## src/rtl/cp0_unit.sv

```systemverilog
`default_nettype none
// =============================================================================
//  cp0_unit : coprocessor-0 with STATUS/CAUSE/EPC/EHBR and one-level interrupt
//  Revision : 1.0
// =============================================================================
module cp0_unit (
  input  logic        clk,
  input  logic        rst,
  input  logic [1:0]  cp_oper,
  input  logic        ir_en,
  input  logic        ir_in,
  input  logic [4:0]  addr_r,
  output logic [31:0] data_r,
  input  logic [4:0]  addr_w,
  input  logic [31:0] data_w,
  input  logic [31:0] ret_addr,
  output logic        jump_en,
  output logic [31:0] jump_addr,
  output logic        in_service
);

  localparam logic [1:0] OP_MFC0 = 2'd1;
  localparam logic [1:0] OP_MTC0 = 2'd2;
  localparam logic [1:0] OP_ERET = 2'd3;

  localparam logic [4:0] REG_STATUS = 5'd12;
  localparam logic [4:0] REG_CAUSE  = 5'd13;
  localparam logic [4:0] REG_EPC    = 5'd14;
  localparam logic [4:0] REG_EHBR   = 5'd15;

  localparam logic [31:0] EHBR_RESET = 32'h0000_0004;

  typedef enum logic [0:0] {
    S_IDLE    = 1'b0,
    S_SERVICE = 1'b1
  } state_t;

  state_t      state_q, state_d;
  logic        sync0_q, sync1_q, prev_q;
  logic        ie_q, ie_d;
  logic        pending_q, pending_d;
  logic [31:0] epc_q, epc_d;
  logic [31:0] ehbr_q, ehbr_d;

  logic w_irq_edge;
  logic w_take;
  logic w_eret;
  logic w_mtc0;

  assign w_irq_edge = sync1_q & ~prev_q;
  assign w_mtc0     = (cp_oper == OP_MTC0);

  always_ff @(posedge clk) begin
    if (rst) begin
      state_q   <= S_IDLE;
      sync0_q   <= 1'b0;
      sync1_q   <= 1'b0;
      prev_q    <= 1'b0;
      ie_q      <= 1'b0;
      pending_q <= 1'b0;
      epc_q     <= 32'h0;
      ehbr_q    <= EHBR_RESET;
    end else begin
      state_q   <= state_d;
      sync0_q   <= ir_in;
      sync1_q   <= sync0_q;
      prev_q    <= sync1_q;
      ie_q      <= ie_d;
      pending_q <= pending_d;
      epc_q     <= epc_d;
      ehbr_q    <= ehbr_d;
    end
  end

  always_comb begin
    state_d   = state_q;
    ie_d      = ie_q;
    pending_d = pending_q;
    epc_d     = epc_q;
    ehbr_d    = ehbr_q;
    w_take    = 1'b0;
    w_eret    = 1'b0;

    case (state_q)
      S_IDLE: begin
        w_take = pending_q & ie_q & ir_en & (cp_oper != OP_ERET);
        if (w_take) state_d = S_SERVICE;
      end
      S_SERVICE: begin
        w_eret = (cp_oper == OP_ERET);
        if (w_eret) state_d = S_IDLE;
      end
      default: state_d = S_IDLE;
    endcase

    if (w_mtc0 && addr_w == REG_STATUS) ie_d   = data_w[0];
    if (w_mtc0 && addr_w == REG_EHBR)   ehbr_d = data_w;
    // The hardware EPC capture outranks a software write in the same cycle.
    if (w_take)                         epc_d  = ret_addr;
    else if (w_mtc0 && addr_w == REG_EPC) epc_d = data_w;

    // A fresh edge in the entry cycle must not be lost to the clear.
    if (w_irq_edge)  pending_d = 1'b1;
    else if (w_take) pending_d = 1'b0;
  end

  always_comb begin
    jump_en   = 1'b0;
    jump_addr = 32'h0;
    data_r    = 32'h0;
    if (!rst) begin
      if (w_take) begin
        jump_en   = 1'b1;
        jump_addr = ehbr_q;
      end else if (w_eret) begin
        jump_en   = 1'b1;
        jump_addr = epc_q;
      end
      if (cp_oper == OP_MFC0) begin
        case (addr_r)
          REG_STATUS: data_r = {31'h0, ie_q};
          REG_CAUSE:  data_r = {31'h0, pending_q};
          REG_EPC:    data_r = epc_q;
          REG_EHBR:   data_r = ehbr_q;
          default:    data_r = 32'h0;
        endcase
      end
    end
  end

  assign in_service = (state_q == S_SERVICE) & ~rst;

endmodule
`default_nettype wire
```

## config.mk

```make
export PLATFORM = sky130hd
export DESIGN_NAME = cp0_unit
export DESIGN_NICKNAME = d
export VERILOG_FILES = /design/src/rtl/cp0_unit.sv
export SDC_FILE = /design/constraint.sdc
export NUM_CORES = 1
export LEC_CHECK = 0
export BUFFER_PORTS_ARGS = -buffer_cell sky130_fd_sc_hd__buf_2
export CORE_MARGIN = 10
export CORE_UTILIZATION = 52
export DETAILED_ROUTE_END_ITERATION = 8
export GPL_TIMING_DRIVEN = 0
export PLACE_DENSITY = 0.82
export SLEW_MARGIN = 5
export SYNTH_ARGS = -nofsm -noshare
export SYNTH_HDL_FRONTEND = slang
export SYNTH_SLANG_ARGS = --single-unit
```

## constraint.sdc

```tcl
create_clock -name clk -period 2.2 [get_ports clk]
set_clock_uncertainty 0.1 [all_clocks]
set_input_delay 0.44 -clock clk [delete_from_list [all_inputs] [get_ports clk]]
set_output_delay 0.44 -clock clk [all_outputs]
set_load 0.005 [all_outputs]
```

* After elaboration in Yosys (flattened, before gate mapping) *
Cells that the tools add are included.

storage, ports and cells
  flip-flop bits (word level) = 70
  bits in read-only memories = 0
  memories kept = 0
  bits in latches = 0
  bits of input ports = 80
  RAM bits = 0
  logic and storage cells = 50
  output and inout bits = 66

cells by class
  multiplexer cells = 18
  reduce and logical (&&, ||, !) cells = 5
  bitwise operators = 8
  order comparisons = 0
  $mul = 0
  divide/modulo/power cells = 0
  shifts and indexed selects = 0
  add/subtract/negate cells = 0
  eq/ne operators = 11

operators by type and width
  cell                                           count
  2-to-1 mux 32 bit                              7
  case mux 32 bit (4 select lines)               1
  == test 5 x 4 -> 1 bit, second input constant  7
  2-to-1 mux 1 bit                               9
  AND 1 bit                                      5
  == test 2 bit, second input constant           2
  nonzero test 2 bit                             2
  logical AND 1 bit                              3
  inverter 1 bit                                 3
  == test 2 x 1 -> 1 bit, second input constant  1
  inequality test 2 bit, second input constant   1
  case mux 1 bit (2 select lines)                1

* Logic depth before layout (Yosys ltp) *
Gate-level depths: netlist of run 1.

  depth in word-level cells = 6
  gate-level depth with buffers = 5
  gate-level depth less buffers = 3

* Least setup slack after synthesis of run 1 *
No wires, ideal clock.

  path kind = input -> output
  start point = input port rst
  end point = output port data_r[10]
  data required time = 1,660 ps
  path buffers = 2
  stages on the path = 5
  setup slack = 296 ps
  data arrival time = 1,364 ps
  path through = clkbuf_1 nor4bb_1 nand3_1 clkbuf_1 nor2_1

between the ends
  cells in the longest elaborated chain, start to end = 1

ends and longest elaborated chain
  item                RTL line  source
  start: declaration  8         input logic rst,
  2-to-1 mux 32 bit   111       if (!rst) begin
  end: declaration    13        output logic [31:0] data_r,

No other way between the ends.

* Worst setup path after layout of run 1 *
  start point = register state_q
  end point = output port jump_addr[9]

between the ends
  cells in the longest elaborated chain, start to end = 4
  elaborated cells on any way between the ends = 5
  classes of those cells = 5 x mux

ends and longest elaborated chain
  item                      RTL line  source
  start: declaration        38        state_t state_q, state_d;
  start signal: assignment  64        state_q <= state_d;
  2-to-1 mux 1 bit          84        case (state_q)
  2-to-1 mux 32 bit         115       end else if (w_eret) begin
  2-to-1 mux 32 bit *       112       if (w_take) begin
  2-to-1 mux 32 bit *       111
  end: declaration          18        output logic [31:0] jump_addr,

Every way passes the cells marked *; elsewhere a longest branch is shown, timed or not.

==> results of run 1 <==
[worst paths after layout]
kind | to | cells after the start | slack [ns] | start
max | jump_addr[9] | 7 | -0.17 | state_q$_SDFF_PP0_
min | sync0_q$_SDFF_PP0_ | 2 | 0.19 | ir_in
max reg2reg | epc_q[22]$_SDFFE_PP0P_ | 6 | 0.51 | state_q$_SDFF_PP0_
min reg2reg | sync1_q$_SDFF_PP0_ | 1 | 0.35 | sync0_q$_SDFF_PP0_
[through the flow]
| stage | cell area (um2) | util |
|---|---|---|
| 5_1_grt | 5864 | 0.7066 |
| 3_5_place_dp | 5343 | 0.6438 |
| 3_3_place_gp | 5343 | 0.6438 |
| 6_report | 5864 | 0.7066 |
| 2_1_floorplan | 4496 | - |
| 4_1_cts | 5782 | 0.6967 |
[flip-flops by register name, indices dropped and copies added (netlist names)]
register,count
epc_q,32
state_q,1
ie_q,1
prev_q,1
sync0_q,1
sync1_q,1
pending_q,1
ehbr_q,32
[power by group through the flow]
stage	combinational, mW	clock, mW	sequential (mW)
3_5_place_dp	0.317	0	1.31
3_3_place_gp	0.310	0	1.31
5_1_grt	0.361	1.22	1.28
2_1_floorplan	0.162	0	1.31
6_report	0.342	1.17	1.28
4_1_cts	0.324	1.16	1.28
[placed cells by master, fill, tap and decap left out, types with 12 or more instances in the layout]
| master | n |
|---|---|
| buf_2 | 169 |
| o21ai_0 | 85 |
| dfxtp_1 | 67 |
| nand3_1 | 63 |
| a21oi_1 | 33 |
| nor3_1 | 33 |
| nor2_1 | 32 |
| nand4_1 | 32 |
| mux2i_1 | 31 |
| a311oi_2 | 30 |
| clkbuf_1 | 26 |
| a211oi_2 | 23 |
| buf_4 | 14 |
| o21ai_1 | 12 |
[kinds of logic (layout without fill, tap and decap cells)]
group                  Yosys count  after routing
AND/OR/NAND/NOR                184            184
AO/OA/AOI/OAI                  197            197
buffers and inverters           78            242
flip-flops                      70             70
multiplexers                    33             33
[cells in the mapped netlist]
| cell type | n | area [um2] |
|---|---|---|
| o21ai_1 | 5 | 25.02 |
| buf_2 | 32 | 160.2 |
| nand2b_1 | 1 | 6.260 |
| a311oi_2 | 30 | 450.4 |
| a31oi_1 | 1 | 6.260 |
| nand3b_1 | 1 | 7.510 |
| and2_1 | 2 | 12.51 |
| nand4bb_2 | 1 | 16.27 |
| o21bai_1 | 1 | 7.510 |
| mux2i_1 | 31 | 310.3 |
| a311oi_1 | 2 | 17.52 |
| a31o_2 | 1 | 8.760 |
| and4b_1 | 1 | 10.01 |
| buf_6 | 3 | 33.78 |
| inv_1 | 1 | 3.750 |
| buf_4 | 8 | 60.06 |
| clkbuf_2 | 1 | 5.000 |
| mux2i_4 | 1 | 22.52 |
| dfxtp_1 | 70 | 1401 |
| nand4_1 | 32 | 200.2 |
| o21ai_0 | 92 | 460.4 |
| a211oi_1 | 32 | 240.2 |
| nor2b_1 | 6 | 37.54 |
| a21oi_1 | 33 | 165.2 |
| nand2_2 | 1 | 6.260 |
| mux4_2 | 1 | 22.52 |
| nand3_1 | 65 | 325.3 |
| nor2_1 | 34 | 127.6 |
| nand4b_1 | 2 | 17.52 |
| clkbuf_1 | 33 | 123.9 |
| and3b_1 | 1 | 8.760 |
| nand2_1 | 1 | 3.750 |
| and3_1 | 1 | 6.260 |
| nor3_1 | 33 | 165.2 |
| nor4bb_1 | 2 | 20.02 |
[cell type report]
type / count / area [um2]
buffer: 77 / 462.9
clock buffer: 12 / 145.1
clock inverter: 4 / 70.07
fill: 677 / 2435
inverter: 1 / 3.754
multi-input combinational: 414 / 2878
sequential: 70 / 1408
tap: 105 / 131.4
timing repair buffer: 148 / 765.7
[repair_timing]
item                       4_1_cts  5_1_grt
hold buffers                     0        0
buffers inserted                 3        1
resized for setup               52       29
pin swaps                        1        2
cloned                           1        0
setup endpoints to repair       63       62
[routing by layer]
layer / share of wire / track usage / vias up
li1: - / - / 2450
met1: 0.40 / 0.3507 / 2642
met2: 0.45 / 0.4313 / 419
met3: 0.12 / 0.07396 / 52
met4: 0.025 / 0.1210 / 0
met5: 0 / 0 / -
==> impl.org, run 1 <==
** Setup path
- The largest single stage delay on the critical path is 0.35 ns.
- Worst Setup Path Type :: reg2out
- Endpoint arrival time on the critical path :: 1.83 ns
- The worst setup path is launched from a flop.
- Kind of cell adding the most delay to the critical path :: buffers and inverters
- The most numerous cell type found on the critical path is buf_12.
- Critical-path top delay cell :: dfxtp_4
- In this run the worst path has a maximum fanout of 10.
- The number of buffers and inverters on the critical path is 4.
- STA puts the critical path data required time at 1.66 ns.
- The worst setup path is captured at an output port.
- Cell-by-cell listing of the critical path :: and4b_1, buf_6, mux2i_4, buf_12, buf_12, a211oi_2, buf_2

** STA
- Worst path setup slack after routing :: -0.1729 ns
- Count of final setup violators :: 33
- After layout, the minimum clock period comes to 2.373 ns.
- At the pin with the least slew margin, the transition time is 0.8320 ns.
- Setup repair after global routing could not meet its margin everywhere.
- Highest clock frequency the design can meet :: 421.4 MHz
- Of the available clock period, the critical path in the final layout requires 1.079.
- Hold Worst Slack :: 0.1938 ns
- In the final timing run, aggregate negative setup slack is -4.081 ns.
- Max_slew headroom :: 0.4453
- Final Max Slew Viols :: 0
- Final number of hold-violating endpoints :: 0

** Power
- Power comes to 2.791 mW.
- Maximum VDD drop :: 292.3 uV
- Relative contribution of sequential cells to total power :: 0.458
- Of the total power, the share spent switching nets is 0.2647.
- Net switching power :: 0.7387 mW
- Leakage dissipation :: 2.141 nW
- Power per Cell Area :: 475.9 nW/um2
- Clock group share of total power :: 0.419
- Internal power comes to 2.052 mW.
- Combinational share of power :: 0.123

** Synthesis
- Post-synthesis instance total :: 562
- Part of the Yosys area used for sequential elements :: 0.3117
- Post-synthesis simple-gate area fraction :: 0.2160
- A synthesized cell averages 7.999 um2.
- Dominant combinational cell family by area after synthesis :: compound AO/OA/AOI/OAI gates
- Mux cell area share after synthesis :: 0.07904
- The share of the synthesized area in compound gates (AO/OA/AOI/OAI) came to 0.3073.
- Count of different cell masters after synthesis :: 35
- Net count after synthesis :: 642
- Yosys printed 0 warnings.
- Post-synthesis sequential element count :: 70
- Of the total synthesized cell area, the portion taken by XOR and XNOR cells is 0.
- Of the total synthesized cell area, the portion taken by full adders, half adders and majority gates is 0.
- After synthesis the cells add up to 4496 um2.

** Finish
- The finished layout holds 831 standard cells, fillers aside.
- In the final layout, the share of cells above drive strength 1 is 0.3884.
- The area growth from synthesis to layout is 30.45%.
- Final Net Count :: 801
- Antenna Diode Count :: 0

** Clock network
- Clock insertion delay at the later pin of the skew report :: 0.35 ns
- Clock-pin slew was measured on the worst setup and hold paths at 0.07 ns.
- CTS saw 70 sinks.
- Library cell used as clock root buffer :: clkbuf_8
- CTS built an H-tree with a depth of 3.
- Clk buf depth :: 2
- CTS buffer count :: 9
- CTS tree :: yes

** Detailed routing
- Residual DRC count :: 0
- Once detail routing completed, the nets flagged for antenna violations numbered 0.
- Final wirelength :: 18,750 um
- In the final routed layout, each cell accounts on average for 22.56 um.
- Initial drt markers :: 652
- Number of vias in the routed layout :: 5,563
- In the routed layout, each cell is associated on average with a via count of 6.694.
- Before antenna repair, the detailed router went through 5 iterations.

** Global routing
- For this run the aggregate overflow at the end of global routing stands at 0.
- Total global routing track utilization :: 0.2768
- Largest net degree at the start of global routing :: 12
- The first global-routing pass estimated 29,410 um of wire.
- The number of global-route vias before repair was 5,634.
- Antenna violations before repair :: 0

** Die
- Die ar. :: 12,760 um2
- The floorplan step set the die height to 113.0 um.
- After floorplanning, the core was sized to cover 8299 um2.
- Chip Width :: 113.0 um
- Effective utilization at floorplan :: 0.5417
- In this run the core area contains 33 standard-cell rows.
- I/O pin total :: 146

** Run
- Across the run, the number of max-cap violations was 0.

** Placed design
- Worst setup slack after placement :: -0.1910 ns
- After detailed placement, the design holds a cell count of 810.
- At the end of routability-driven placement, the weighted congestion stood at 0.9188.
- Input and output buffers added on the ports amount to 143.
- Final HPWL DP :: 13,210 um

** Status
- The final reports fail on negative setup slack.
- Run status :: complete, but fails checks

** Hold path
- In this run the worst hold path is classified as in2reg.
Power figures use the tool's default switching activity.
==> run 2, diff against run 1 <==
Settings changed: ABC_AREA set to 1, CORE_UTILIZATION 52 to 51, PLACE_DENSITY 0.82 to 0.81.
Clock period 2.2 ns to 2.5 ns, I/O delays scaled along.
==> run 2 against run 1 <==
Compared with the run above: the run now ends clean; cell count increased by 19%; first-iteration DRC count decreased by 40%; sequential power decreased by 12%; design area decreased by 7.7%; die area decreased by 1.1%; register-to-register slack improved by 0.45 ns; critical path depth increased by 1; via count decreased by 3.5%; critical path type unchanged; largest power group unchanged.
==> impl.org, run 2 <==
** Status
- Run status :: completed (was complete, but fails checks)

** Setup path
- The required arrival time at the worst endpoint was 1.90 ns (was 1.66 ns).
- Maximum fanout count along the critical path :: 10 (unchanged)
- Worst Setup Path Type :: reg2out (unchanged)
- The gate family responsible for the most delay along the worst path is buffers and inverters (unchanged).
- The signal arrival time at the worst endpoint came to 1.83 ns (about the same).
- Nature of the critical path endpoint :: output port (unchanged)
- Critical-path top delay cell :: dfxtp_1 (was dfxtp_4)
- The critical path's largest stage delay is 0.35 ns (about the same).
- The critical path buffer and inverter count is 4 (unchanged).
- Worst Setup Start Kind :: flop (unchanged)
- Cell-by-cell listing of the critical path: nand2_1, clkinv_1, nand3_4, buf_6, clkbuf_4, o21ai_0, nor2_1, buf_2 (was and4b_1, buf_6, mux2i_4, buf_12, buf_12, a211oi_2, buf_2).

** STA
- Final critical path time including I/O delays and setup :: 2.428 ns
- The actual transition at the worst max-transition pin is 0.5972 ns (was 0.8320 ns).
- The total count of hold-check failures in the final report was 0 (unchanged).
- Final Max Slew Viols :: 0 (unchanged)
- Count of final setup violators :: 0 (was 33)
- Period Utilization, post-route :: 0.9712
- Worst path setup slack after routing :: 0.07210 ns (was -0.1729 ns)
- Derived from the worst setup path, the maximum achievable clock frequency is 411.9 MHz.
- The setup total negative slack was 0 ns (was -4.081 ns).
- Unrepaired setup endpoints after global routing :: false (was true)
- The relative max-transition margin came to 0.6018 (was 0.4453).

** Detailed routing
- The starting DRC count in detailed routing came to 388 (was 652).
- Remaining antenna violation count after routing :: 0 (unchanged)
- The number of vias after detailed routing came to 5,366 (was 5,563).
- The number of design rule violations left after detail routing came to 0 (unchanged).
- WL/cell :: 15.62 um (was 22.56 um)
- The total routed wirelength came to 15,510 um (was 18,750 um).
- Pre-Repair DR Iteration Count :: 5 (unchanged)
- The per-cell via count in the routed design is 5.404 (was 6.694).

** Finish
- Regs by FF count: ehbr_q x32, epc_q x32 (unchanged).
- Area of combinational cells with multiple inputs :: 2376 um2 (was 2878 um2)
- Top library cells by usage in the layout, fill and taps aside :: buf_2 (163), nor2_1 (134), nand2_1 (111) (was buf_2 (169), o21ai_0 (85), dfxtp_1 (67))
- Sequential Area :: 1403 um2 (was 1408 um2)
- The most common library cell in the layout ignoring fill and taps is buf_2 (unchanged).
- Layout cells sized above 1 :: 0.2489 (was 0.3884)
- The final-layout fill cell count was 835 (was 677).
- The number of nets in the final layout was 964 (was 801).
- Antenna Diode Count :: 0 (unchanged)
- Synth-to-layout area growth :: 24.38% (was 30.45%)
- The share of the core filled with cells is 0.6555 (was 0.7066).

** Clock network
- Clock net sink count :: 70 (unchanged)
- CTS tree :: yes (unchanged)
- The clock root buffer was clkbuf_8 (unchanged).
- The source-to-sink clock delay at the later pin of the worst-skew pair is 0.35 ns (about the same).
- The count of hold buffers inserted by post-cts repair was 0 (unchanged).
- Clock slew at reported path FFs :: 0.07 ns (about the same)
- The maximum level of the CTS H-tree was 3 (unchanged).
- Clk buf depth :: 2 (unchanged)
- CTS buffer count :: 9 (unchanged)

** Synthesis
- Leading cell types by count after synthesis :: nor2_1 (135), nand2_1 (111), o21ai_0 (108), nand3_1 (94), inv_1 (76) (was o21ai_0 (92), dfxtp_1 (70), nand3_1 (65), nor2_1 (34))
- The area fraction of the dominant cell type after synthesis is 0.3220 (was 0.3117).
- The post-synth net total came to 808 (was 642).
- Count of flip-flops with a built-in enable after synthesis :: 0 (unchanged)
- Post-synthesis sequential element count :: 70 (unchanged)
- Mapped Avg Cell Area :: 5.978 um2 (was 7.999 um2)
- The unique cell type count in the Yosys netlist came to 23 (was 35).
- Most frequent cell after synthesis :: nor2_1 (was o21ai_0)
- The Yosys warning count came to 0 (unchanged).
- Post-synthesis instance total :: 728 (was 562)
- Async SR Flop Fraction :: 0 (unchanged)
- Part of the Yosys area used for sequential elements :: 0.3220 (was 0.3117)
- The commonest register cell after synthesis is dfxtp_1 (unchanged).
- The cell area after synthesis is 4352 um2 (was 4496 um2).
- Synth top area cells: dfxtp_1 (32%), o21ai_0 (12%), nor2_1 (12%), nand3_1 (11%), nand2_1 (9.6%) (was dfxtp_1 (31%), o21ai_0 (10%), a311oi_2 (10%), nand3_1 (7.2%), mux2i_1 (6.9%)).
- The top cell type by total area after synthesis is dfxtp_1 (unchanged).

** Placed design
- The post-detailed-placement half-perimeter wirelength came to 11,850 um (was 13,210 um).
- Worst setup slack after placement :: 0.04735 ns (was -0.1910 ns)
- Last weighted congestion value of the routability-driven placer :: 0.9005 (was 0.9188)
- IO Port Bufs :: 144 (was 143)

** Power
- The clock power share is 0.378 (was 0.419).
- Power per Cell Area :: 400.4 nW/um2 (was 475.9 nW/um2)
- The cell-internal power was 1.614 mW (was 2.052 mW).
- The sequential fraction of design power is 0.521 (was 0.458).
- The switching part of the total came to 0.2551 (was 0.2647).
- Combinational share of power :: 0.101 (was 0.123)
- Maximum VDD drop :: 262.0 uV (was 292.3 uV)
- The net switching power figure is 0.5528 mW (was 0.7387 mW).
- The leakage power of the design was 2.331 nW (was 2.141 nW).

** Die
- The floorplan die width was 112.4 um (was 113.0 um).
- The total core area is 8258 um2 (was 8299 um2).
- The total number of placement rows is 33 (unchanged).
- Die ar. :: 12,630 um2 (was 12,760 um2)
- The initial cell density of the core is 0.5270 (was 0.5417).
- The number of I/O pins was 146 (unchanged).
- Die boundary height :: 112.4 um (was 113.0 um)

** Run
- Number of max-cap violations :: 0 (unchanged)

** Global routing
- The number of global-route vias before repair came to 5,251 (was 5,634).
- Total global routing track utilization :: 0.2373 (was 0.2768)
- The initial antenna violation count is 0 (unchanged).
- The residual overflow from global routing was 0 (unchanged).
- The wire length of the first global-routing pass was 25,220 um (was 29,410 um).
- Largest net degree at the start of global routing :: 11 (was 12)

** Hold path
- The path class of the lowest-slack min-delay path is in2reg (unchanged).
[run 2: power groups by stage]
| stage | logic [mW] | clock network [mW] | registers [mW] |
|---|---|---|---|
| floorplan | 0.104 | 0 | 1.15 |
| CTS | 0.213 | 0.820 | 1.13 |
| global route | 0.243 | 0.862 | 1.13 |
| finish | 0.220 | 0.818 | 1.13 |
| detailed placement | 0.212 | 0 | 1.15 |
| global placement | 0.208 | 0 | 1.15 |
[run 2: worst register-to-register path, delay by kind of cell, from the launching register on]
| family | cells | cell delay [ns] |
|---|---|---|
| DFF | 1 | 0.35 |
| AOI/OAI and AO/OA | 1 | 0.12 |
| buffers and inverters | 2 | 0.40 |
| and+or+nand+nor | 5 | 0.52 |
[run 2: what timing repair did]
action	in CTS	in global routing
pin swaps	0	1
buffers inserted	0	1
resized for setup	1	34
endpoints found under the setup margin	2	62
[run 2: final cells by class]
cell class | count | share of cell area
plain buffers | 58 | 0.05594
clock buffers | 14 | 0.03005
clock inverters | 1 | 0.0009246
inverters | 81 | 0.05617
multi-input cells | 519 | 0.4390
flip-flops and latches | 70 | 0.2591
well taps | 105 | 0.02427
repair buffers | 145 | 0.1345
[run 2: path summary, 6_finish.rpt]
| kind | endpoint | from | slack, ns | cells after the start |
|---|---|---|---|---|
| max reg2reg | epc_q[25]$_SDFFE_PP0P_ | pending_q$_SDFFE_PP0P_ | 0.96 | 8 |
| min reg2reg | sync1_q$_SDFF_PP0_ | sync0_q$_SDFF_PP0_ | 0.31 | 2 |
| max | jump_addr[31] | pending_q$_SDFFE_PP0P_ | 0.07 | 8 |
| min | sync0_q$_SDFF_PP0_ | ir_in | 0.25 | 3 |
[run 2: logic make-up after synthesis]
family / after synthesis / share of synthesized area
buffers and inverters: 139 / 0.1337
AO/OA/AOI/OAI: 169 / 0.2030
flip-flops: 70 / 0.3220
AND/OR/NAND/NOR: 350 / 0.3413
[run 2: through the flow]
stage / instances / power [mW] / hold slack (ns) / instance area [um2]
final: 993 / 2.167 / 0.2541 / 5413
after global routing: 993 / 2.234 / 0.2592 / 5413
after CTS: 992 / 2.162 / 0.2587 / 5373
after detailed placement: 977 / 1.367 / 0.3008 / 5204
after global placement: 977 / 1.362 / 0.2965 / 5204
after floorplan: 728 / 1.257 / 0.2883 / 4352
[run 2: per-layer routing]
metal / up-vias / share of wire / GRT usage
met5: - / 0 / 0
met4: 0 / 0.017 / 0.08291
met3: 25 / 0.096 / 0.06656
met2: 282 / 0.49 / 0.4040
met1: 2420 / 0.40 / 0.2787
li1: 2639 / - / -
==> run 3, diff against run 2 <==
Settings changed: CORE_MARGIN 10 to unset.
==> run 3 against run 2 <==
Compared with the run above: the flow now finishes with violations (design-rule violations); critical path depth unchanged; worst hold slack got worse by 0.0055 ns; clock power increased by 11%; combinational power about the same; critical endpoint is now data_r[12]; highest routed layer unchanged.
==> impl.org, run 3 (same netlist as run 2, synthesis figures left out) <==
** Detailed routing
- The total length of routed met3 wires was 1407 um (was 1483 um).
- The total routed wirelength was 14,590 um (was 15,510 um).
- Number of vias in the routed layout :: 5,462 (was 5,366)
- The met2 wire length came to 6984 um (was 7595 um).
- The per-cell via count in the routed design is 5.501 (was 5.404).
- The post-route antenna net violation count was 0 (unchanged).
- Topmost layer with routed signal wires :: met4 (unchanged)
- Initial drt markers :: 384 (was 388)
- WL/cell :: 14.69 um (was 15.62 um)
- The first-pass iteration count of the detailed router was 7 (was 5).
- The number of design rule violations left after detail routing is 1 (was 0).
- The met1 wire length was 5783 um (was 6159 um).

** Hold path
- The path class of the lowest-slack min-delay path was in2reg (unchanged).

** Run
- The max-capacitance violation count is 0 (unchanged).

** Setup path
- Count of buffering cells on the critical path with inverters included :: 4 (unchanged)
- Worst Path Required :: 1.90 ns (about the same)
- Cell-by-cell listing of the critical path: buf_2, nor2_4, clkbuf_1, nand3_1, o21ai_1, inv_1, nor2_1, buf_2 (was nand2_1, clkinv_1, nand3_4, buf_6, clkbuf_4, o21ai_0, nor2_1, buf_2).
- Critical path's most frequent cell :: buf_2
- Worst Setup Start Kind :: primary input (was flop)
- Worst Setup Path Type :: in2out (was reg2out)
- Maximum fanout count along the critical path :: 10 (unchanged)
- Nature of the critical path endpoint :: output port (unchanged)
- The slowest library cell on the worst path was clkbuf_1 (was dfxtp_1).
- Delay of the slowest cell on the worst path :: 0.44 ns (was 0.35 ns)
- The gate family responsible for the most delay along the worst path is buffers and inverters (unchanged).
- The signal arrival time at the worst endpoint was 1.85 ns (was 1.83 ns).

** STA
- The setup-violating endpoint count in the final report was 0 (unchanged).
- The portion of the clock cycle consumed by the worst path in the final layout was 0.9806 (was 0.9712).
- Worst path setup slack after routing :: 0.04859 ns (was 0.07210 ns)
- The total count of hold-check failures in the final report is 0 (unchanged).
- The actual transition at the worst max-transition pin was 0.6273 ns (was 0.5972 ns).
- The setup total negative slack was 0 ns (unchanged).
- Max_slew headroom :: 0.5818 (was 0.6018)
- The top achievable clock speed came to 407.9 MHz (was 411.9 MHz).
- The final critical path time including I/O delays and setup was 2.451 ns (was 2.428 ns).
- The number of max-slew violations in the final report came to 0 (unchanged).
- Hold Worst Slack :: 0.2487 ns (was 0.2541 ns)

** Clock network
- Clk buf depth :: 2 (unchanged)
- The number of sinks handled by clock tree synthesis came to 70 (unchanged).
- The TritonCTS clock tree is yes (unchanged).
- Clock insertion delay at the later pin of the skew report :: 0.35 ns (about the same)
- Clock slew at reported path FFs :: 0.07 ns (about the same)
- The maximum level of the CTS H-tree was 3 (unchanged).
- CTS buffer count :: 9 (unchanged)
- The clock root buffer is clkbuf_8 (unchanged).

** Placed design
- The final weighted congestion of routability-driven global placement came to 0.9152 (was 0.9005).
- The total cell area at the placement stage came to 5204 um2 (unchanged).
- The minimum setup slack after placement was 0.01610 ns (was 0.04735 ns).
- The post-detailed-placement half-perimeter wirelength was 10,770 um (was 11,850 um).
- Placed cells :: 977 (unchanged)
- IO Port Bufs :: 144 (unchanged)

** Finish
- Regs by FF count: ehbr_q x32, epc_q x32 (unchanged).
- The proportion of layout cells with a drive suffix above 1 is 0.2523 (was 0.2489).
- Top library cells by usage in the layout, fill and taps aside: buf_2 (163), nor2_1 (134), nand2_1 (111) (unchanged).
- The most common library cell in the layout ignoring fill and taps is buf_2 (unchanged).
- Post-route design area :: 5434 um2 (was 5413 um2)
- Finished Core Util :: 0.6613 (was 0.6555)
- The diode insertion count for antenna repair was 0 (unchanged).
- Filler-free cell count of the finished design :: 993 (unchanged)
- Final Net Count :: 963 (was 964)
- Synth-to-layout area growth :: 24.87% (was 24.38%)

** Power
- Clock group share of total power :: 0.402 (was 0.378)
- Combinational share of power :: 0.099 (was 0.101)
- The switching part of the total came to 0.2642 (was 0.2551).
- The leakage power of the design is 2.337 nW (was 2.331 nW).
- Net switching power :: 0.5975 mW (was 0.5528 mW)
- The total power is 2.262 mW (was 2.167 mW).
- Internal cell power :: 1.664 mW (was 1.614 mW)
- The cell area power density is 416.2 nW/um2 (was 400.4 nW/um2).
- The sequential fraction of design power is 0.499 (was 0.521).
- The peak ir drop on the vdd network came to 250.7 uV (was 262.0 uV).

** Die
- The die area came to 8906 um2 (was 12,630 um2).
- Effective utilization at floorplan :: 0.5296 (was 0.5270)
- The die extent in y is 94.37 um (was 112.4 um).
- The number of I/O pins is 146 (unchanged).
- Core footprint :: 8217 um2 (was 8258 um2)
- Chip Width :: 94.37 um (was 112.4 um)
- The total number of placement rows came to 33 (unchanged).

** Global routing
- Largest net degree at the start of global routing :: 13 (was 11)
- Total global routing track utilization :: 0.3296 (was 0.2373)
- The wire length of the first global-routing pass came to 22,690 um (was 25,220 um).
- Residual overflow from global routing :: 0 (unchanged)
- The number of global-route vias before repair was 4,948 (was 5,251).
- The initial antenna violation count came to 0 (unchanged).

** Status
- The final reports fail on design-rule violations.
- Run status :: complete, but fails checks (was completed)
run 3: worst paths after layout:
check                     startpoint                endpoint  slack [ns]  depth (start not counted)
hold / removal                 ir_in      sync0_q$_SDFF_PP0_        0.25                          3
hold reg to reg   sync0_q$_SDFF_PP0_      sync1_q$_SDFF_PP0_        0.31                          2
setup / recovery           addr_r[4]              data_r[12]        0.05                          8
setup reg to reg   ie_q$_SDFFE_PP0P_  epc_q[20]$_SDFFE_PP0P_        0.95                          8
run 3: layer usage:
metal	vias to the layer above	track usage
met2	322	0.5423
met1	2458	0.4154
met3	45	0.04589
li1	2637	-
met5	-	0
met4	0	0.1795
run 3: tightest hold or removal path, delay by kind of cell:
kind / cells / cell delay [ns]
buffers and inverters: 2 / 0.10
AND/OR/NAND/NOR: 1 / 0.06
run 3: cell type report:
| class | count | area, um2 |
|---|---|---|
| clock inverter | 6 | 62.56 |
| tap | 105 | 131.4 |
| fill | 792 | 2783 |
| multi-input combinational | 519 | 2382 |
| inverter | 81 | 304.0 |
| timing repair buffer | 144 | 720.7 |
| sequential | 70 | 1404 |
| buffer | 58 | 301.5 |
| clock buffer | 10 | 127.6 |
run 3: power by group through the flow:
stage	clock network, mW	logic (mW)	registers [mW]
after global routing	0.958	0.244	1.13
after global placement	0	0.208	1.15
after floorplan	0	0.104	1.15
after detailed placement	0	0.214	1.15
after CTS	0.905	0.215	1.13
final	0.910	0.223	1.13
run 3: repair_timing:
item / CTS / global route
buffers inserted: 0 / 0
hold buffers: 0 / 0
cloned: 0 / 0
setup endpoints to repair: 7 / 57
resized for setup: 1 / 34
